==> src/rtl/team_04_pkg.sv <==
// Shared types and constants for the team_04 Wishbone master bridge.
package team_04_pkg;

  typedef enum logic [1:0] {
    IDLE = 2'b00,
    BUS  = 2'b01,
    RESP = 2'b10
  } state_t;

  localparam logic [1:0] SZ_BYTE = 2'b00;
  localparam logic [1:0] SZ_HALF = 2'b01;
  localparam logic [1:0] SZ_WORD = 2'b10;

  // True when the request must be answered with an error instead of a bus cycle.
  function automatic logic req_illegal(input logic [1:0] size, input logic [1:0] adr_lo);
    case (size)
      SZ_BYTE: return 1'b0;
      SZ_HALF: return adr_lo[0];
      SZ_WORD: return adr_lo != 2'b00;
      default: return 1'b1;
    endcase
  endfunction

endpackage

==> src/rtl/team_04_lane_align.sv <==
// Byte-lane steering: store data/enables onto the bus, load data back to bit 0.
module team_04_lane_align
  import team_04_pkg::*;
(
  input  logic [1:0]  size_i,
  input  logic [1:0]  adr_lo_i,
  input  logic [31:0] wdat_i,
  input  logic [31:0] dat_i,
  output logic [3:0]  sel_o,
  output logic [31:0] dat_o,
  output logic [31:0] rdat_o
);

  logic [31:0] rd_shift;

  assign rd_shift = dat_i >> {adr_lo_i, 3'b000};

  always_comb begin
    sel_o  = 4'b0000;
    dat_o  = 32'h0;
    rdat_o = 32'h0;
    case (size_i)
      SZ_BYTE: begin
        sel_o  = 4'b0001 << adr_lo_i;
        dat_o  = {24'h0, wdat_i[7:0]} << {adr_lo_i, 3'b000};
        rdat_o = {24'h0, rd_shift[7:0]};
      end
      SZ_HALF: begin
        sel_o  = 4'b0011 << adr_lo_i;
        dat_o  = {16'h0, wdat_i[15:0]} << {adr_lo_i[1], 4'b0000};
        rdat_o = {16'h0, rd_shift[15:0]};
      end
      SZ_WORD: begin
        sel_o  = 4'b1111;
        dat_o  = wdat_i;
        rdat_o = rd_shift;
      end
      default: ;
    endcase
  end

endmodule

==> src/rtl/team_04_wb_master_if.sv <==
// CPU load/store port to Wishbone B4 classic master: one request at a time,
// single bus cycle with ACK timeout, right-aligned zero-extended response.
module team_04_wb_master_if
  import team_04_pkg::*;
#(
  parameter int TIMEOUT_CYCLES = 255
) (
  input  logic        clk_i,
  input  logic        rst_i,
  input  logic        req_valid_i,
  output logic        req_ready_o,
  input  logic        req_we_i,
  input  logic [31:0] req_adr_i,
  input  logic [31:0] req_wdat_i,
  input  logic [1:0]  req_size_i,
  output logic        rsp_valid_o,
  output logic [31:0] rsp_rdat_o,
  output logic        rsp_err_o,
  output logic [31:0] ADR_O,
  output logic [31:0] DAT_O,
  output logic [3:0]  SEL_O,
  output logic        WE_O,
  output logic        STB_O,
  output logic        CYC_O,
  input  logic [31:0] DAT_I,
  input  logic        ACK_I
);

  localparam logic [7:0] CNT_LAST = 8'(TIMEOUT_CYCLES - 1);

  state_t      state_q, state_d;
  logic        we_q, we_d;
  logic [31:0] adr_q, adr_d;
  logic [31:0] wdat_q, wdat_d;
  logic [1:0]  size_q, size_d;
  logic [7:0]  cnt_q, cnt_d;
  logic        err_q, err_d;
  logic [31:0] rdat_q, rdat_d;

  logic [3:0]  lane_sel;
  logic [31:0] lane_dat;
  logic [31:0] lane_rdat;
  logic        bus_active;
  logic        resp_active;

  team_04_lane_align u_lane_align (
    .size_i   (size_q),
    .adr_lo_i (adr_q[1:0]),
    .wdat_i   (wdat_q),
    .dat_i    (DAT_I),
    .sel_o    (lane_sel),
    .dat_o    (lane_dat),
    .rdat_o   (lane_rdat)
  );

  always_comb begin
    state_d = state_q;
    we_d    = we_q;
    adr_d   = adr_q;
    wdat_d  = wdat_q;
    size_d  = size_q;
    cnt_d   = cnt_q;
    err_d   = err_q;
    rdat_d  = rdat_q;
    case (state_q)
      IDLE: begin
        if (req_valid_i) begin
          we_d   = req_we_i;
          adr_d  = req_adr_i;
          wdat_d = req_wdat_i;
          size_d = req_size_i;
          cnt_d  = 8'h0;
          rdat_d = 32'h0;
          err_d  = req_illegal(req_size_i, req_adr_i[1:0]);
          state_d = err_d ? RESP : BUS;
        end
      end
      BUS: begin
        // ACK_I takes priority over a timeout firing in the same cycle.
        if (ACK_I) begin
          rdat_d  = we_q ? 32'h0 : lane_rdat;
          err_d   = 1'b0;
          state_d = RESP;
        end else if (cnt_q == CNT_LAST) begin
          rdat_d  = 32'h0;
          err_d   = 1'b1;
          state_d = RESP;
        end else begin
          cnt_d = cnt_q + 8'h1;
        end
      end
      RESP:    state_d = IDLE;
      default: state_d = IDLE;
    endcase
  end

  always_ff @(posedge clk_i) begin
    if (rst_i) begin
      state_q <= IDLE;
      we_q    <= 1'b0;
      adr_q   <= 32'h0;
      wdat_q  <= 32'h0;
      size_q  <= SZ_BYTE;
      cnt_q   <= 8'h0;
      err_q   <= 1'b0;
      rdat_q  <= 32'h0;
    end else begin
      state_q <= state_d;
      we_q    <= we_d;
      adr_q   <= adr_d;
      wdat_q  <= wdat_d;
      size_q  <= size_d;
      cnt_q   <= cnt_d;
      err_q   <= err_d;
      rdat_q  <= rdat_d;
    end
  end

  assign bus_active  = (state_q == BUS);
  assign resp_active = (state_q == RESP);

  assign req_ready_o = (state_q == IDLE);
  assign rsp_valid_o = resp_active;
  assign rsp_err_o   = resp_active & err_q;
  assign rsp_rdat_o  = resp_active ? rdat_q : 32'h0;

  // Bus outputs are forced to zero outside the bus cycle.
  assign CYC_O = bus_active;
  assign STB_O = bus_active;
  assign WE_O  = bus_active & we_q;
  assign ADR_O = bus_active ? {adr_q[31:2], 2'b00} : 32'h0;
  assign SEL_O = bus_active ? lane_sel : 4'b0000;
  assign DAT_O = bus_active ? lane_dat : 32'h0;

endmodule

==> config.mk <==
export PLATFORM = sky130hd
export DESIGN_NAME = team_04_wb_master_if
export DESIGN_NICKNAME = d
export VERILOG_FILES = /design/src/rtl/team_04_pkg.sv /design/src/rtl/team_04_lane_align.sv /design/src/rtl/team_04_wb_master_if.sv
export SDC_FILE = /design/constraint.sdc
export NUM_CORES = 1
export LEC_CHECK = 0
export CAP_MARGIN = 20
export CORE_MARGIN = 1.5
export CORE_UTILIZATION = 40
export CTS_CLUSTER_SIZE = 30
export DETAILED_ROUTE_END_ITERATION = 8
export GPL_ROUTABILITY_DRIVEN = 1
export PLACE_DENSITY = 0.76
export SYNTH_ARGS = -nofsm -noshare
export SYNTH_HDL_FRONTEND = slang
export SYNTH_SLANG_ARGS = --single-unit
==> constraint.sdc <==
create_clock -name clk_i -period 1.9 [get_ports clk_i]
set_clock_uncertainty 0.2 [all_clocks]
set_input_delay 0.38 -clock clk_i [delete_from_list [all_inputs] [get_ports clk_i]]
set_output_delay 0.38 -clock clk_i [all_outputs]
set_load 0.05 [all_outputs]
Word level (Yosys, flattened, before mapping)
Index checks and enable logic that the tools add are counted.
{"block": "classes", "n_addsub": 1, "eq_ne": 11, "shifts": 5, "n_mux": 28, "n_bitwise": 2, "n_reduce_logical": 9}
{"cell": "32-bit two-way mux", "n": 7}
{"cell": "32-bit one-hot mux with 3 select lines", "n": 2}
{"cell": "32-bit one-hot mux with 2 select lines", "n": 1}
{"cell": "16-bit by 5-bit << shifter with 32-bit output", "n": 1}
{"cell": "8-bit by 5-bit << shifter with 32-bit output", "n": 1}
{"cell": "32-bit by 5-bit >> shifter with 32-bit output", "n": 1}
{"cell": "8-bit two-way mux", "n": 3}
{"cell": "8-bit one-hot mux with 2 select lines", "n": 1}
{"cell": "4-bit one-hot mux with 3 select lines", "n": 1}
{"cell": "8-bit by 1-bit adder with 8-bit output, second input constant", "n": 1}
{"cell": "8-bit == test, second input constant", "n": 1}
{"cell": "2-bit two-way mux", "n": 4}
{"cell": "2-bit by 1-bit == test with 1-bit output, second input constant", "n": 3}
{"cell": "2-bit == test, second input constant", "n": 3}
{"cell": "2-bit logical NOT", "n": 3}
{"cell": "2-bit inequality test, second input constant", "n": 3}
{"cell": "1-bit two-way mux", "n": 5}
{"cell": "4-bit two-way mux", "n": 1}
{"cell": "2-bit one-hot mux with 2 select lines", "n": 1}
{"cell": "2-bit AND reduction", "n": 2}
{"cell": "4-bit AND reduction", "n": 1}
{"cell": "2-bit nonzero test", "n": 2}
{"cell": "1-bit by 2-bit << shifter with 4-bit output, first input constant", "n": 1}
{"cell": "2-bit by 2-bit << shifter with 4-bit output, first input constant", "n": 1}
{"cell": "5 further kinds", "n": 6}
{"block": "word_totals", "regBits": 110, "in_bits": 103, "output_inout_bits": 106}

Longest topological paths before layout
Gate-level depths: netlist of run 1.
{"block": "depth", "word_depth": 7, "depth_mapped": 7, "mapped_depth_nobuf": 6}

Hierarchy
A second synthesis of run 1 with hierarchy kept.
{"block": "hier_totals", "cells_unflattened": 726, "hier_area_um2": 5770.5}
{"mod": "team_04_wb_master_if", "instances": 1, "cells_per_inst": 547, "area_per_inst_um2": 4538.1, "seq_area_each_um2": 2202.1}
{"mod": "team_04_lane_align", "instances": 1, "cells_per_inst": 179, "area_per_inst_um2": 1232.4, "seq_area_each_um2": 0.0}

Worst setup path after synthesis of run 1
No wires, ideal clock.
{"block": "synth_path", "path_type": "register to output", "startpoint": "register state_q[1]", "endpoint": "output ADR_O[23]", "arrival_time_ns": 1.925, "path_slack_ns": -0.605, "stages_incl_launch_ff": 5, "cell_sequence": "dfxtp_1 -> and2b_1 -> buf_2 -> clkbuf_1 -> and2_1"}
{"block": "synth_between", "elab_chain_cells": 2}
{"item": "start: declaration", "line": "team_04_wb_master_if.sv:31", "text": "state_t state_q, state_d;"}
{"item": "start signal: assignment", "line": "team_04_wb_master_if.sv:108", "text": "state_q <= state_d;"}
{"item": "2-bit by 1-bit == test with 1-bit output", "line": "team_04_wb_master_if.sv:119", "text": "assign bus_active = (state_q == BUS);"}
{"item": "via CYC_O", "line": "team_04_wb_master_if.sv:24", "text": "output logic CYC_O,"}
{"item": "32-bit two-way mux", "line": "team_04_wb_master_if.sv:131", "text": "assign ADR_O = bus_active ? {adr_q[31:2], 2'b00} : 32'h0;"}
{"item": "end: declaration", "line": "team_04_wb_master_if.sv:19", "text": "output logic [31:0] ADR_O,"}
The timed path passes the listed nets, and every way through them passes these cells.

Worst setup path in the final report of run 1
{"block": "layout_path", "startpoint": "register adr_q[0]", "endpoint": "output DAT_O[28]"}
{"block": "layout_between", "elab_chain_cells": 3}
{"item": "start: declaration", "line": "team_04_wb_master_if.sv:33", "text": "logic [31:0] adr_q, adr_d;"}
{"item": "start signal: assignment", "line": "team_04_wb_master_if.sv:110", "text": "adr_q <= adr_d;"}
{"item": "8-bit by 5-bit << shifter with 32-bit output", "line": "team_04_lane_align.sv:25", "text": "dat_o = {24'h0, wdat_i[7:0]} << {adr_lo_i, 3'b000};"}
{"item": "32-bit one-hot mux with 3 select lines", "line": "team_04_lane_align.sv:22", "text": "case (size_i)"}
{"item": "32-bit two-way mux", "line": "team_04_wb_master_if.sv:133", "text": "assign DAT_O = bus_active ? lane_dat : 32'h0;"}
{"item": "end: declaration", "line": "team_04_wb_master_if.sv:20", "text": "output logic [31:0] DAT_O,"}
No other way between the ends.

==> results of run 1 <==
[critical path: stages (launching register included)]
cell,delay (ns)
dfxtp_2,0.36
nor2b_4,0.22
buf_6,0.16
a22oi_2,0.08
a2bb2oi_2,0.20
nor2_4,0.12
buf_12,0.14
[final cells by class]
class	count	area (sq um)
inverter	2	7.51
sequential	110	2210
clock inverter	4	32.5
timing repair buffer	274	3930
clock buffer	12	246
tap	172	215
multi-input combinational	506	3500
fill	717	2630
[metrics by stage]
| stage | instance area [sq um] | util | TNS [ns] | hold slack (ns) | cells |
|---|---|---|---|---|---|
| floorplan | 5720 | - | -2.12 | 0.224 | 674 |
| global placement | 9090 | 0.712 | -5.86 | 0.238 | 1046 |
| detailed placement | 9090 | 0.712 | -9.37 | 0.240 | 1046 |
| CTS | 9800 | 0.767 | -22.67 | 0.253 | 1072 |
| global route | 10100 | 0.794 | -29.81 | 0.273 | 1080 |
| finish | 10100 | 0.794 | -25.48 | 0.257 | 1080 |
[state kept, by name, summed over array words and instances, names as in the netlist]
register  count
we_q          1
rdat_q       32
err_q         1
adr_q        32
cnt_q         8
size_q        2
state_q       2
wdat_q       32
[metal layers]
metal / GRT usage / up-vias / part of all wire
met5: 0 / - / 0
met3: 0.0872 / 44 / 0.084
li1: - / 2744 / -
met4: 0.123 / 0 / 0.028
met1: 0.303 / 2819 / 0.38
met2: 0.454 / 260 / 0.51
[power breakdown]
| part | internal, mW | total [mW] | switching [mW] |
|---|---|---|---|
| Combinational | 0.679 | 1.37 | 0.695 |
| Clock | 0.933 | 1.82 | 0.888 |
| Sequential | 2.41 | 2.51 | 0.0994 |
| Total | 4.03 | 5.71 | 1.68 |
[path summary, 6_finish.rpt]
check,from,slack (ns),endpoint,depth (start not counted)
setup reg to reg,state_q[1]$_SDFFE_PP0P_,0.06,rdat_q[12]$_SDFFE_PP0P_,7
hold reg to reg,adr_q[23]$_SDFFE_PP0P_,0.26,adr_q[23]$_SDFFE_PP0P_,2
setup / recovery,adr_q[0]$_SDFFE_PP0P_,-0.32,DAT_O[28],6
hold / removal,adr_q[23]$_SDFFE_PP0P_,0.26,adr_q[23]$_SDFFE_PP0P_,2
[synth_stat cells (all sizes together)]
library cell / n / area, sq um
nor3b: 3 / 27.5
or3: 1 / 6.26
or2: 2 / 12.5
a21oi: 81 / 409
xor2: 3 / 26.3
nor3: 1 / 5.00
xnor2: 3 / 26.3
nand3b: 2 / 15.0
and2b: 1 / 7.51
clkbuf: 37 / 139
nand2b: 2 / 12.5
nor2b: 14 / 87.6
nand2: 158 / 596
nand4b: 2 / 23.8
a211o: 8 / 70.1
inv: 2 / 7.51
o2bb2ai: 8 / 70.1
o211ai: 2 / 15.0
buf: 19 / 98.8
a21o: 1 / 7.51
nor2: 37 / 141
and4: 1 / 8.76
a32o: 8 / 80.1
nand4: 2 / 12.5
nand3: 3 / 15.0
a2bb2oi: 6 / 52.6
o21ai: 13 / 65.1
a211oi: 1 / 7.51
and2: 73 / 457
o21bai: 2 / 15.0
nor4: 3 / 18.8
ha: 2 / 25.0
conb: 1 / 3.75
dfxtp: 110 / 2200
a22oi: 23 / 173
a22o: 16 / 140
o31ai: 1 / 7.51
mux2i: 16 / 160
or3b: 1 / 8.76
o21a: 1 / 7.51
and3: 3 / 18.8
[cell families (layout without fill, tap and decap cells)]
group,Yosys count,after routing,share of synthesized area
buf+inv,58,292,0.0464
fa+ha+maj,2,2,0.00474
compound gates,171,171,0.212
xor+xnor,6,6,0.00995
other cells,1,2,0.000710
mux,16,16,0.0303
simple gates,309,309,0.279
flops,110,110,0.417
[repair_timing]
action | CTS | global route
gates cloned | 3 | 7
buffers inserted | 7 | 1
pin swaps | 23 | 36
hold endpoints to repair | 0 | 0
resized for setup | 87 | 63
endpoints found under the setup margin | 103 | 118
==> flow_summary.toml, run 1 <==
[run_status]
status = "finished with violations"
violations = "negative setup slack"

[cts]
root_buffer = "clkbuf_16"
holdBufCountCts = 0
clk_pin_slew_ns = 0.07
cts_made_buffers = 9
insertion_delay_ns = 0.36
cts_buffer_depth = 2
cts_tree = "built"
htreeDepth = 3
cts_sinks = 110

[setup_path]
crit_arrival_ns = 1.64
worstPathMaxFanout = 5
cp.required_ns = 1.32
critPathLaunchType = "flip-flop"
critical_path_class = "flip-flop to primary output"
cp-end-kind = "primary output"

[global_route]
grt_pass1_vias = 5886
overflow = 0
gr-usage-all-layers = 0.267
grt_max_degree = 70
grt_first_pass_wirelength_mm = 30.0
antenna_found_initial = 0

[logic_synthesis]
synthesis.area_sq_um = 5280
yosys_warnings = 0
ys_types = 50
synth_area_per_cell_sq_um = 7.85
ys_seq_area_frac = 0.417
synth_seq_cells = 110
syn_inst = 673

[layout]
drive_gt1_frac = 0.380
syn_to_final_growth_pct = 92.0
nets = 1008
layout_common_cells = "nand2_1 (155), buf_12 (107), dfxtp_1 (105), clkdlybuf4s50_1 (101), a21oi_1 (73)"
antenna_cells = 0
layout_commonest_cell = "nand2_1"

[floorplan]
die_y_microns = 118
core.rowCount = 41
core_sq_um = 12800
die_w_microns = 118
start_util = 0.414
pin_count = 209
die_area_sq_um = 13900

[detailed_routing]
ant_nets = 0
vias_per_cell = 5.43
avgRoutedWirePerCell_microns = 18.8
drt_iter0_markers = 397
drc_errors = 0
first_pass_iters = 5
wl_mm = 20.3
dr_total_vias = 5867

[power]
power_density_nw_per_um2 = 563
ir_drop_mv = 0.567
leakagePower_nw = 3.81
power_mw = 5.71

[placement]
port_buffers = 206
place_ws_ns = -0.266
gp_congestion = 0.900
hpwl_mm = 13.6

[timing]
fin_crit_ns = 2.22
drv_slew = 0
finalSetupViolations = 103
period_share = 1.17
fmax_mhz = 450
final-hold-violation-count = 0
fin_ws_ns = -0.321
rsz0062_at_grt = "true"

[job]
maxCapViolCount = 0

[min_path]
hold_path.class = "flip-flop to flip-flop"
(Power assumes the default switching activity.)
==> inputs of run 2 (changes only) <==
--- a/config.mk
+++ b/config.mk
@@ -7,11 +7,11 @@
 export LEC_CHECK = 0
 export CAP_MARGIN = 20
 export CORE_MARGIN = 1.5
-export CORE_UTILIZATION = 40
+export CORE_UTILIZATION = 35
 export CTS_CLUSTER_SIZE = 30
 export DETAILED_ROUTE_END_ITERATION = 8
 export GPL_ROUTABILITY_DRIVEN = 1
-export PLACE_DENSITY = 0.76
+export PLACE_DENSITY = 0.67
 export SYNTH_ARGS = -nofsm -noshare
 export SYNTH_HDL_FRONTEND = slang
 export SYNTH_SLANG_ARGS = --single-unit
==> run 2 against run 1 <==
Sequential power about the same. Clock power is 9% higher. First-iteration DRC count grew 0.25%. Register-to-register slack lost 0.02 ns. Highest routed layer unchanged. Critical path type unchanged. Critical endpoint is now DAT_O[19]. Clock-buffer cell count shrank 1. The run ends with design-rule violations, negative setup slack left. Final area is essentially flat.
==> flow_summary.toml, run 2 (synthesis results as in run 1) <==
[cts]
holdBufCountCts = 0
cts_buffer_depth = 2
root_buffer = "clkbuf_16"
clk_pin_slew_ns = 0.08
htreeDepth = 3
insertion_delay_ns = 0.36
cts_sinks = 110
cts_made_buffers = 9
cts_tree = "built"

[job]
maxCapViolCount = 0

[timing]
final-hold-violation-count = 0
finalSetupViolations = 104
rsz0062_at_grt = "true"
fin_ws_ns = -0.323
period_share = 1.17
fmax_mhz = 450
fin_crit_ns = 2.22
timing.hold.ws_ns = 0.259
drv_slew = 0

[setup_path]
cpPeakStageDelay_ns = 0.38
worstRegToRegCells = 8
cp_slowest_cell = "dfxtp_4"
cp-startpoint = "size_q[0]$_SDFFE_PP0P_"
cp.required_ns = 1.32
cp-end-kind = "primary output"
crit_arrival_ns = 1.64
critical_path.cell_chain = "nor2b_4 -> buf_4 -> nor2_4 -> buf_12 -> a22oi_2 -> nor2_4 -> buf_12"
critPathLaunchType = "flip-flop"
cp_num_cells = 7
crit_family = "buffers and inverters"
critical_path_class = "flip-flop to primary output"
path_buf_inv = 3
worstPathMaxFanout = 8
r2r-start = "state_q[1]$_SDFFE_PP0P_"

[placement]
port_buffers = 206
hpwl_mm = 13.7
gp_congestion = 0.874

[global_route]
gr-usage-all-layers = 0.234
antenna_found_initial = 0
grt_first_pass_wirelength_mm = 29.7
overflow = 0
grt_pass1_vias = 5761
grt_max_degree = 43

[detailed_routing]
wl_mm = 19.9
avgRoutedWirePerCell_microns = 18.3
first_pass_iters = 7
dr_total_vias = 5751
drc_errors = 14
vias_per_cell = 5.29
drt_iter0_markers = 398
ant_nets = 0

[floorplan]
die_w_microns = 126
core.rowCount = 44
die_area_sq_um = 15800
start_util = 0.361
core_sq_um = 14600
pin_count = 209
die_y_microns = 126

[layout]
drive_gt1_frac = 0.384
layout_commonest_cell = "nand2_1"
top_regs = "adr_q (32), rdat_q (32), wdat_q (32)"
utilization = 0.693
layout_common_cells = "nand2_1 (155), buf_12 (109), dfxtp_1 (104), clkdlybuf4s50_1 (101), a21oi_1 (72)"
nets = 1004
antenna_cells = 0
syn_to_final_growth_pct = 92.1

[min_path]
hold_depth = 2
hold_path.class = "flip-flop to flip-flop"
worstHoldStart = "adr_q[23]$_SDFFE_PP0P_"

[power]
ir_drop_mv = 0.479
power_density_nw_per_um2 = 576
leakagePower_nw = 3.78
power_mw = 5.84

[run_status]
status = "finished with violations"
violations = "design-rule violations, negative setup slack"
run 2: layout make-up:
type	count	area, sq um
Multi-Input combinational cell	506	3550
Tap cell	184	230
Sequential cell	110	2210
Inverter	2	7.51
Fill cell	1052	4500
Clock inverter	5	63.8
Clock buffer	11	243
Timing Repair Buffer	270	3830
run 2: worst min-delay path: cells and delay by family, from the launching register on:
kind / cells / cell delay (ns)
flops: 1 / 0.31
compound gates: 1 / 0.05
simple gates: 1 / 0.05
run 2: per-layer routing:
metal	up-vias	wire length, microns	global-route usage
met5	-	0	0
met4	0	495	0.0879
met3	38	1980	0.0743
met2	252	9840	0.414
met1	2721	7590	0.264
li1	2740	-	-
run 2: final timing paths:
| check | to | slack (ns) |
|---|---|---|
| worst min register to register | adr_q[23]$_SDFFE_PP0P_ | 0.26 |
| worst max-delay path | DAT_O[19] | -0.32 |
| worst min-delay path | adr_q[23]$_SDFFE_PP0P_ | 0.26 |
| worst max register to register | rdat_q[24]$_SDFFE_PP0P_ | 0.04 |
run 2: power breakdown:
group	switching [mW]	total, mW	internal (mW)
logic	0.687	1.35	0.660
clock network	0.912	1.99	1.08
registers	0.0953	2.51	2.41
total	1.69	5.84	4.15
run 2: repair_timing:
action,in CTS,in global routing
cloned,0,8
hold endpoints to repair,0,0
setup buffers,1,9
gates resized for setup,58,92
setup endpoints to repair,104,114
pin swaps,21,43
run 2: per-stage QoR:
step,std cells,area [sq um],setup TNS [ns],setup slack [ns]
2_1_floorplan,674,5720,-2.12,-0.209
3_3_place_gp,1054,9100,-8.18,-0.264
3_5_place_dp,1054,9100,-10.00,-0.277
4_1_cts,1071,9650,-23.33,-0.287
5_1_grt,1088,10100,-28.91,-0.371
6_report,1088,10100,-24.70,-0.323
